**src/rtl/cpu_params.sv**
```systemverilog
// Core-wide sizing parameters shared by the reservation stations and the CDB.
package cpu_params;
  localparam int INT_RS_DEPTH = 8;
  localparam int ROB_IDX_W    = 5;
  localparam int PRF_IDX_W    = 6;
  localparam int XLEN         = 32;
endpackage

```
**src/rtl/int_rs_types.sv**
```systemverilog
// Integer reservation station entry/issue types and the ALU operand/opcode enums.
package int_rs_types;
  import cpu_params::*;

  typedef enum logic [1:0] {
    OP1_RS1  = 2'd0,
    OP1_PC   = 2'd1,
    OP1_ZERO = 2'd2
  } op1_sel_t;

  typedef enum logic [1:0] {
    OP2_RS2 = 2'd0,
    OP2_IMM = 2'd1,
    OP2_FOUR = 2'd2
  } op2_sel_t;

  typedef enum logic [3:0] {
    ALU_ADD  = 4'd0,
    ALU_SUB  = 4'd1,
    ALU_AND  = 4'd2,
    ALU_OR   = 4'd3,
    ALU_XOR  = 4'd4,
    ALU_SLL  = 4'd5,
    ALU_SRL  = 4'd6,
    ALU_SRA  = 4'd7,
    ALU_SLT  = 4'd8,
    ALU_SLTU = 4'd9
  } alu_op_t;

  typedef struct packed {
    logic [ROB_IDX_W-1:0] rob_id;
    logic [4:0]           rd_arch;
    logic [PRF_IDX_W-1:0] rd_phy;
    logic [XLEN-1:0]      pc;
    logic [XLEN-1:0]      imm_packed;
    alu_op_t              fu_opcode;
    op1_sel_t             op1_sel;
    op2_sel_t             op2_sel;
    logic [PRF_IDX_W-1:0] rs1_phy;
    logic                 rs1_rdy;
    logic [XLEN-1:0]      rs1_value;
    logic [PRF_IDX_W-1:0] rs2_phy;
    logic                 rs2_rdy;
    logic [XLEN-1:0]      rs2_value;
  } int_rs_entry_t;

  typedef struct packed {
    logic [ROB_IDX_W-1:0] rob_id;
    logic [4:0]           rd_arch;
    logic [PRF_IDX_W-1:0] rd_phy;
    logic [XLEN-1:0]      pc;
    logic [XLEN-1:0]      imm_packed;
    alu_op_t              fu_opcode;
    op1_sel_t             op1_sel;
    op2_sel_t             op2_sel;
    logic [XLEN-1:0]      rs1_value;
    logic [XLEN-1:0]      rs2_value;
  } int_rs_reg_t;

  // Drop the tag/ready bookkeeping once both operands are resolved values.
  function automatic int_rs_reg_t to_reg(int_rs_entry_t e);
    int_rs_reg_t r;
    r.rob_id     = e.rob_id;
    r.rd_arch    = e.rd_arch;
    r.rd_phy     = e.rd_phy;
    r.pc         = e.pc;
    r.imm_packed = e.imm_packed;
    r.fu_opcode  = e.fu_opcode;
    r.op1_sel    = e.op1_sel;
    r.op2_sel    = e.op2_sel;
    r.rs1_value  = e.rs1_value;
    r.rs2_value  = e.rs2_value;
    return r;
  endfunction
endpackage

```
**src/rtl/cdb_itf.sv**
```systemverilog
// Common data bus: one physical-register writeback broadcast per cycle.
interface cdb_itf;
  import cpu_params::*;
  logic                 valid;
  logic [PRF_IDX_W-1:0] rd_phy;
  logic [XLEN-1:0]      rd_value;
  modport rs (input valid, rd_phy, rd_value);
  modport fu (output valid, rd_phy, rd_value);
endinterface

```
**src/rtl/rs_age_select.sv**
```systemverilog
// Age-matrix oldest-first selector, reusable by any reservation station.
module rs_age_select #(
  parameter int DEPTH = 8
) (
  input  logic             clk,
  input  logic             rst,
  input  logic             alloc,
  input  logic [DEPTH-1:0] alloc_slot,
  input  logic [DEPTH-1:0] valid,
  input  logic [DEPTH-1:0] cand,
  output logic [DEPTH-1:0] winner
);

  // older[i][j] = 1 means entry i was allocated before entry j
  logic [DEPTH-1:0] older [DEPTH];

  // A new entry is younger than every live entry; its own row starts empty
  always_ff @(posedge clk) begin
    if (!rst) begin
      for (int i = 0; i < DEPTH; i++) older[i] <= '0;
    end else if (alloc) begin
      for (int i = 0; i < DEPTH; i++) begin
        if (alloc_slot[i]) older[i] <= '0;
        else if (valid[i]) older[i] <= older[i] | alloc_slot;
      end
    end
  end

  // A candidate wins when no other candidate is older than it
  always_comb begin
    winner = '0;
    for (int i = 0; i < DEPTH; i++) begin
      winner[i] = cand[i];
      for (int j = 0; j < DEPTH; j++) begin
        if (cand[j] && older[j][i]) winner[i] = 1'b0;
      end
    end
  end

endmodule

```
**src/rtl/int_rs_issue.sv**
```systemverilog
// Integer reservation station: holds renamed ALU ops, snoops the CDB, issues oldest ready.
module int_rs_issue
  import int_rs_types::*;
#(
  parameter int INT_RS_DEPTH = cpu_params::INT_RS_DEPTH
) (
  input  logic          clk,
  input  logic          rst,
  input  logic          flush,
  input  logic          dispatch_valid,
  output logic          dispatch_ready,
  input  int_rs_entry_t dispatch_entry,
  cdb_itf.rs            cdb,
  input  logic          fu_ready,
  output int_rs_reg_t   int_rs_reg,
  output logic          int_rs_reg_valid
);

  int_rs_entry_t           entries [INT_RS_DEPTH];
  logic [INT_RS_DEPTH-1:0] valid;
  logic [INT_RS_DEPTH-1:0] cand;
  logic [INT_RS_DEPTH-1:0] winner;
  logic [INT_RS_DEPTH-1:0] free_slot;
  int_rs_entry_t           wr_entry;
  logic                    dispatch_fire;
  logic                    issue_fire;

  // Full check looks only at registered valids, so a same-cycle issue never frees room
  assign dispatch_ready = ~&valid;
  assign dispatch_fire  = dispatch_valid && dispatch_ready && !flush;
  assign issue_fire     = int_rs_reg_valid && fu_ready && !flush;

  // Lowest-index free entry, one-hot
  always_comb begin
    free_slot = '0;
    for (int i = INT_RS_DEPTH - 1; i >= 0; i--) begin
      if (!valid[i]) begin
        free_slot    = '0;
        free_slot[i] = 1'b1;
      end
    end
  end

  // Entries whose operands were both captured by the previous edge
  always_comb begin
    cand = '0;
    for (int i = 0; i < INT_RS_DEPTH; i++) begin
      cand[i] = valid[i] && entries[i].rs1_rdy && entries[i].rs2_rdy;
    end
  end

  // Apply a same-cycle broadcast to the incoming op so the wakeup is not lost
  always_comb begin
    wr_entry = dispatch_entry;
    if (cdb.valid && !dispatch_entry.rs1_rdy && dispatch_entry.rs1_phy == cdb.rd_phy) begin
      wr_entry.rs1_rdy   = 1'b1;
      wr_entry.rs1_value = cdb.rd_value;
    end
    if (cdb.valid && !dispatch_entry.rs2_rdy && dispatch_entry.rs2_phy == cdb.rd_phy) begin
      wr_entry.rs2_rdy   = 1'b1;
      wr_entry.rs2_value = cdb.rd_value;
    end
  end

  rs_age_select #(
    .DEPTH(INT_RS_DEPTH)
  ) u_age_select (
    .clk        (clk),
    .rst        (rst),
    .alloc      (dispatch_fire),
    .alloc_slot (free_slot),
    .valid      (valid),
    .cand       (cand),
    .winner     (winner)
  );

  // Issue port: winner's fields, or all-zero when nothing is ready
  always_comb begin
    int_rs_reg       = '0;
    int_rs_reg_valid = |cand;
    for (int i = 0; i < INT_RS_DEPTH; i++) begin
      if (winner[i]) int_rs_reg = to_reg(entries[i]);
    end
  end

  // Occupancy: free the issued winner and claim the dispatch slot (never the same entry)
  always_ff @(posedge clk) begin
    if (!rst) begin
      valid <= '0;
    end else if (flush) begin
      valid <= '0;
    end else begin
      valid <= (valid & ~({INT_RS_DEPTH{issue_fire}} & winner))
             | ({INT_RS_DEPTH{dispatch_fire}} & free_slot);
    end
  end

  // Entry payload: dispatch write, otherwise CDB operand capture on tag match
  always_ff @(posedge clk) begin
    for (int i = 0; i < INT_RS_DEPTH; i++) begin
      if (dispatch_fire && free_slot[i]) begin
        entries[i] <= wr_entry;
      end else if (valid[i] && cdb.valid) begin
        if (!entries[i].rs1_rdy && entries[i].rs1_phy == cdb.rd_phy) begin
          entries[i].rs1_rdy   <= 1'b1;
          entries[i].rs1_value <= cdb.rd_value;
        end
        if (!entries[i].rs2_rdy && entries[i].rs2_phy == cdb.rd_phy) begin
          entries[i].rs2_rdy   <= 1'b1;
          entries[i].rs2_value <= cdb.rd_value;
        end
      end
    end
  end

endmodule
```
**src/flat_wrapper.sv**
```systemverilog
// flat-port wrapper written by rule: the top's interface ports become plain ports
module int_rs_issue_flat import int_rs_types::*;
#(
  parameter int INT_RS_DEPTH = cpu_params::INT_RS_DEPTH
)
  (clk, rst, flush, dispatch_valid, dispatch_ready, dispatch_entry, fu_ready, int_rs_reg, int_rs_reg_valid, cdb_valid, cdb_rd_phy, cdb_rd_value);
  cdb_itf cdb_i ();
  input  logic clk;
  input  logic rst;
  input  logic flush;
  input  logic dispatch_valid;
  output logic dispatch_ready;
  input  int_rs_entry_t dispatch_entry;
  input  logic fu_ready;
  output int_rs_reg_t int_rs_reg;
  output logic int_rs_reg_valid;
  input wire logic [$bits(cdb_i.valid)-1:0] cdb_valid;
  input wire logic [$bits(cdb_i.rd_phy)-1:0] cdb_rd_phy;
  input wire logic [$bits(cdb_i.rd_value)-1:0] cdb_rd_value;
  assign cdb_i.valid = cdb_valid;
  assign cdb_i.rd_phy = cdb_rd_phy;
  assign cdb_i.rd_value = cdb_rd_value;
  int_rs_issue #(.INT_RS_DEPTH(INT_RS_DEPTH)) u_core (.clk(clk), .rst(rst), .flush(flush), .dispatch_valid(dispatch_valid), .dispatch_ready(dispatch_ready), .dispatch_entry(dispatch_entry), .cdb(cdb_i), .fu_ready(fu_ready), .int_rs_reg(int_rs_reg), .int_rs_reg_valid(int_rs_reg_valid));
endmodule
```
**config.mk**
```make
export PLATFORM = sky130hd
export DESIGN_NAME = int_rs_issue_flat
export DESIGN_NICKNAME = d
export VERILOG_FILES = /design/src/rtl/cpu_params.sv /design/src/rtl/int_rs_types.sv /design/src/rtl/cdb_itf.sv /design/src/rtl/rs_age_select.sv /design/src/rtl/int_rs_issue.sv /design/src/flat_wrapper.sv
export SDC_FILE = /design/constraint.sdc
export NUM_CORES = 2
export LEC_CHECK = 0
export CORE_AREA = 3 3 357 359
export CTS_BUF_LIST = sky130_fd_sc_hd__clkbuf_8
export CTS_CLUSTER_SIZE = 10
export DETAILED_ROUTE_END_ITERATION = 8
export DIE_AREA = 0 0 360 362
export PLACE_DENSITY = 0.71
export SKIP_CTS_REPAIR_TIMING = 1
export SLEW_MARGIN = 10
export SYNTH_ARGS = -nofsm -noshare
export SYNTH_HDL_FRONTEND = slang
export SYNTH_SLANG_ARGS = --single-unit
```
**constraint.sdc**
```tcl
create_clock -name clk -period 8.2 [get_ports clk]
set_input_delay 2.05 -clock clk [delete_from_list [all_inputs] [get_ports clk]]
set_output_delay 2.05 -clock clk [all_outputs]
set_load 0.005 [all_outputs]
```
==> qor_table.md <==
| Result | Value |
| --- | --- |
| Routed wire per std cell | 31.3 um |
| Setup total negative slack | 0 ns |
| Routed via count | 42.2k |
| LEAKAGE | 23.1 nW |
| Maximum level of the CTS H-tree | 4 |
| Max_cap viols | 0 |
| Via count normalized by instance count | 6.69 |
| Wire length of the first global-routing pass | 283000 um |
| Buffers on Ports | 363 |
| Flip-flop and latch area | 41900 um^2 |
| Area of the core | 124000 um^2 |
| Die footprint | 130000 um^2 |
| Global routing usage summed across all routing layers | 29.5% |
| Worst Path Required | 6.15 ns |
| Layout net count | 4673 |
| Type of the setup path with the least slack | flop to primary output |
| Number of clock sinks | 1400 |
| Proportion of layout cells with a drive suffix above 1 | 19.7% |
| Worst Max-Slew Pin Slew | 1.60 ns |
| Post-detailed-route DRC marker count | 0 |
| Data arrival time of the worst path | 5.22 ns |
| Setup repair after global routing missed its margin | no |
| Count of flip-flops with a built-in enable after synthesis | 1390 |
| Critical Path Fanout Max | 80 |
| Class of the worst hold path | flop to flop |
| Total overflow reported by the global router | 0 |
| Mean cell area of the mapped netlist | 14.9 um^2 |
| Starting utilization of the core area | 50.0% |
| Number of rows in the core area | 129 |
| Via count of the first global-routing pass | 41.9k |
| Relative slew slack | -6.39% |
| Seq/Total Area, Yosys | 67.5% |
| Routability congestion estimate from global placement | 0.937 |
| Yosys Warn Count | 0 |
| Placed Instances | 5876 |
| Final setup skew | 0.0546 ns |
| Fmax achieved | 0.137 GHz |
| Antenna violations before repair | 40 |
| Post-DP HPWL | 101000 um |
| Final WL | 198000 um |
| Clock latency on the worst-skew pair | 0.98 ns |
| Critical Path Sink Type | primary output |
| Number of placed I/O pins | 364 |
| Power, Total | 14.0 mW |
| Count of antenna-violating nets left after detailed routing | 0 |
| Flop and latch count out of synthesis | 1400 |
| Area delta synth->final | 14.8% |
| Crit path time final | 7.27 ns |
| Length of the first detailed-routing pass in iterations | 9 |
| Max VDD drop | 0.184 mV |
| Violation count after the first detailed-routing iteration | 6088 |
| Max Root-Sink Buffers | 3 |
| CTS clock-pin slew for the worst setup and hold paths | 0.06 ns |
| Number of fillers in the final layout | 9578 |
| Count of distinct cell types in the synthesized netlist | 58 |
| Horizontal extent of the die | 360 um |
| Cell count after synthesis | 4174 |
| Number of pins with negative max-slew slack in the final report | 66 |
| Most common flop cell mapped by yosys | sky130_fd_sc_hd__edfxtp_1 |
| Final setup fails | 0 |
| P per Cell Area | 196 nW/um^2 |
| Setup crit start kind | flop |
| Total nets after synthesis | 4384 |
| Outcome | finished with violations |
| Violations in the final reports | slew limit |
| Height of the die | 362 um |
| Combined area of the multi-input logic cells | 17900 um^2 |
| Maximum number of pins on one net before global-route repair | 164 |
| CTS tree | done |
| Crit share post-route | 88.7% |
| Buffer type at the clock tree root | sky130_fd_sc_hd__clkbuf_8 |
| Proportion of register bits with asynchronous set or reset after synthesis | 0% |
| Number of non-filler instances in the completed layout | 6315 |
| Final hold violation count | 0 |
| Number of CTS-inserted buffers | 221 |
| Combined area of all synthesized cells | 62100 um^2 |
-- worst paths after layout --
| kind | endpoint | start | depth (start not counted) | slack [ns] |
|---|---|---|---|---|
| worst max register to register | u_core.entries[1][72] | u_core.valid[0] | 6 | 3.73 |
| worst max-delay path | int_rs_reg[150] | u_core.valid[4] | 8 | 0.93 |
| worst min-delay path | u_core.u_age_select.older[0][19] | u_core.u_age_select.older[0][19] | 2 | 0.59 |
| worst min register to register | u_core.u_age_select.older[0][19] | u_core.u_age_select.older[0][19] | 2 | 0.59 |
-- Yosys cell counts, drive strengths merged (23+ instances only) --
cell type / instances / area, um^2
nor3: 330 / 1670
a2bb2oi: 152 / 1330
nand3: 23 / 133
nor2: 107 / 404
a211oi: 307 / 2720
a222oi: 152 / 1520
clkbuf: 181 / 679
a311oi: 152 / 1330
nand4: 39 / 250
buf: 208 / 1180
o21ai: 163 / 816
nand2: 69 / 259
inv: 178 / 668
xor2: 53 / 464
xnor2: 55 / 482
a22o: 68 / 596
edfxtp: 1390 / 41700
mux2: 448 / 5040
-- cell type report --
type	instances	area share, %
antenna	34	0.119
tap	1637	2.87
clock buffer	225	4.34
inverter	178	0.965
multi-input combinational	2207	25.1
clock inverter	179	1.32
timing repair buffer	455	6.46
sequential	1400	58.8
-- report_power, final --
group	internal, mW	switching, mW	leakage (nW)
clock	2.74	2.80	2.37
combinational	0.218	0.271	7.91
sequential	7.93	0.0238	12.9
-- cells in the final DEF (no fill, tap or decap), types with 55 or more instances in the layout --
master                            netlist  routed
sky130_fd_sc_hd__a211oi_2              82      82
sky130_fd_sc_hd__clkbuf_8               0     225
sky130_fd_sc_hd__a2bb2oi_1            152     152
sky130_fd_sc_hd__buf_4                 14      70
sky130_fd_sc_hd__a211oi_1             225     225
sky130_fd_sc_hd__edfxtp_1            1390    1390
sky130_fd_sc_hd__clkdlybuf4s50_1        0     363
sky130_fd_sc_hd__inv_1                177     257
sky130_fd_sc_hd__a22o_1                68      68
sky130_fd_sc_hd__nor3_1               328     328
sky130_fd_sc_hd__nor2_1               106     103
sky130_fd_sc_hd__clkinv_1               0      62
sky130_fd_sc_hd__a222oi_1             152     152
sky130_fd_sc_hd__o21ai_0              161     159
sky130_fd_sc_hd__mux2_2               423     423
sky130_fd_sc_hd__xnor2_1               55      55
sky130_fd_sc_hd__a311oi_1             152     152
-- logic make-up after synthesis --
family / after synthesis / synth area share, %
compound gates: 1028 / 13.8
flops: 1400 / 67.5
simple gates: 623 / 4.99
xor+xnor: 108 / 1.52
mux: 448 / 8.12
buf+inv: 567 / 4.07
-- through the flow --
stage / util, % / hold WS [ns] / instance area (um^2) / worst slack [ns]
floorplan: - / 0.519 / 62100 / 1.12
global placement: 54.1 / 0.555 / 67200 / 2.01
detailed placement: 54.1 / 0.566 / 67200 / 2.04
CTS: 57.4 / 0.579 / 71200 / 1.01
global route: 57.4 / 0.599 / 71300 / 0.737
finish: 57.5 / 0.587 / 71300 / 0.925
-- sequential cells by signal (all words and copies together) (netlist names) --
register                   flops
u_core.entries              1328
u_core.u_age_select.older     64
u_core.valid                   8
-- critical path, cell delays in order, from the launching register on --
cell	delay, ns
sky130_fd_sc_hd__dfxtp_1	0.48
sky130_fd_sc_hd__and3_1	0.34
sky130_fd_sc_hd__a22o_1	0.28
sky130_fd_sc_hd__a2111oi_2	0.41
sky130_fd_sc_hd__nor2b_4	0.85
sky130_fd_sc_hd__buf_12	0.45
sky130_fd_sc_hd__a222oi_1	0.19
sky130_fd_sc_hd__a211oi_2	0.53
sky130_fd_sc_hd__clkdlybuf4s50_1	0.61
-- layer usage --
metal / part of all wire, % / global-route usage (%) / wire length [um]
met5: 0.048 / 0 / 95
met2: 47 / 47.5 / 93600
met1: 37 / 37.7 / 72200
met3: 12 / 7.52 / 23400
met4: 4.2 / 13.6 / 8240
No activity file was read; power rests on OpenSTA's default activity.
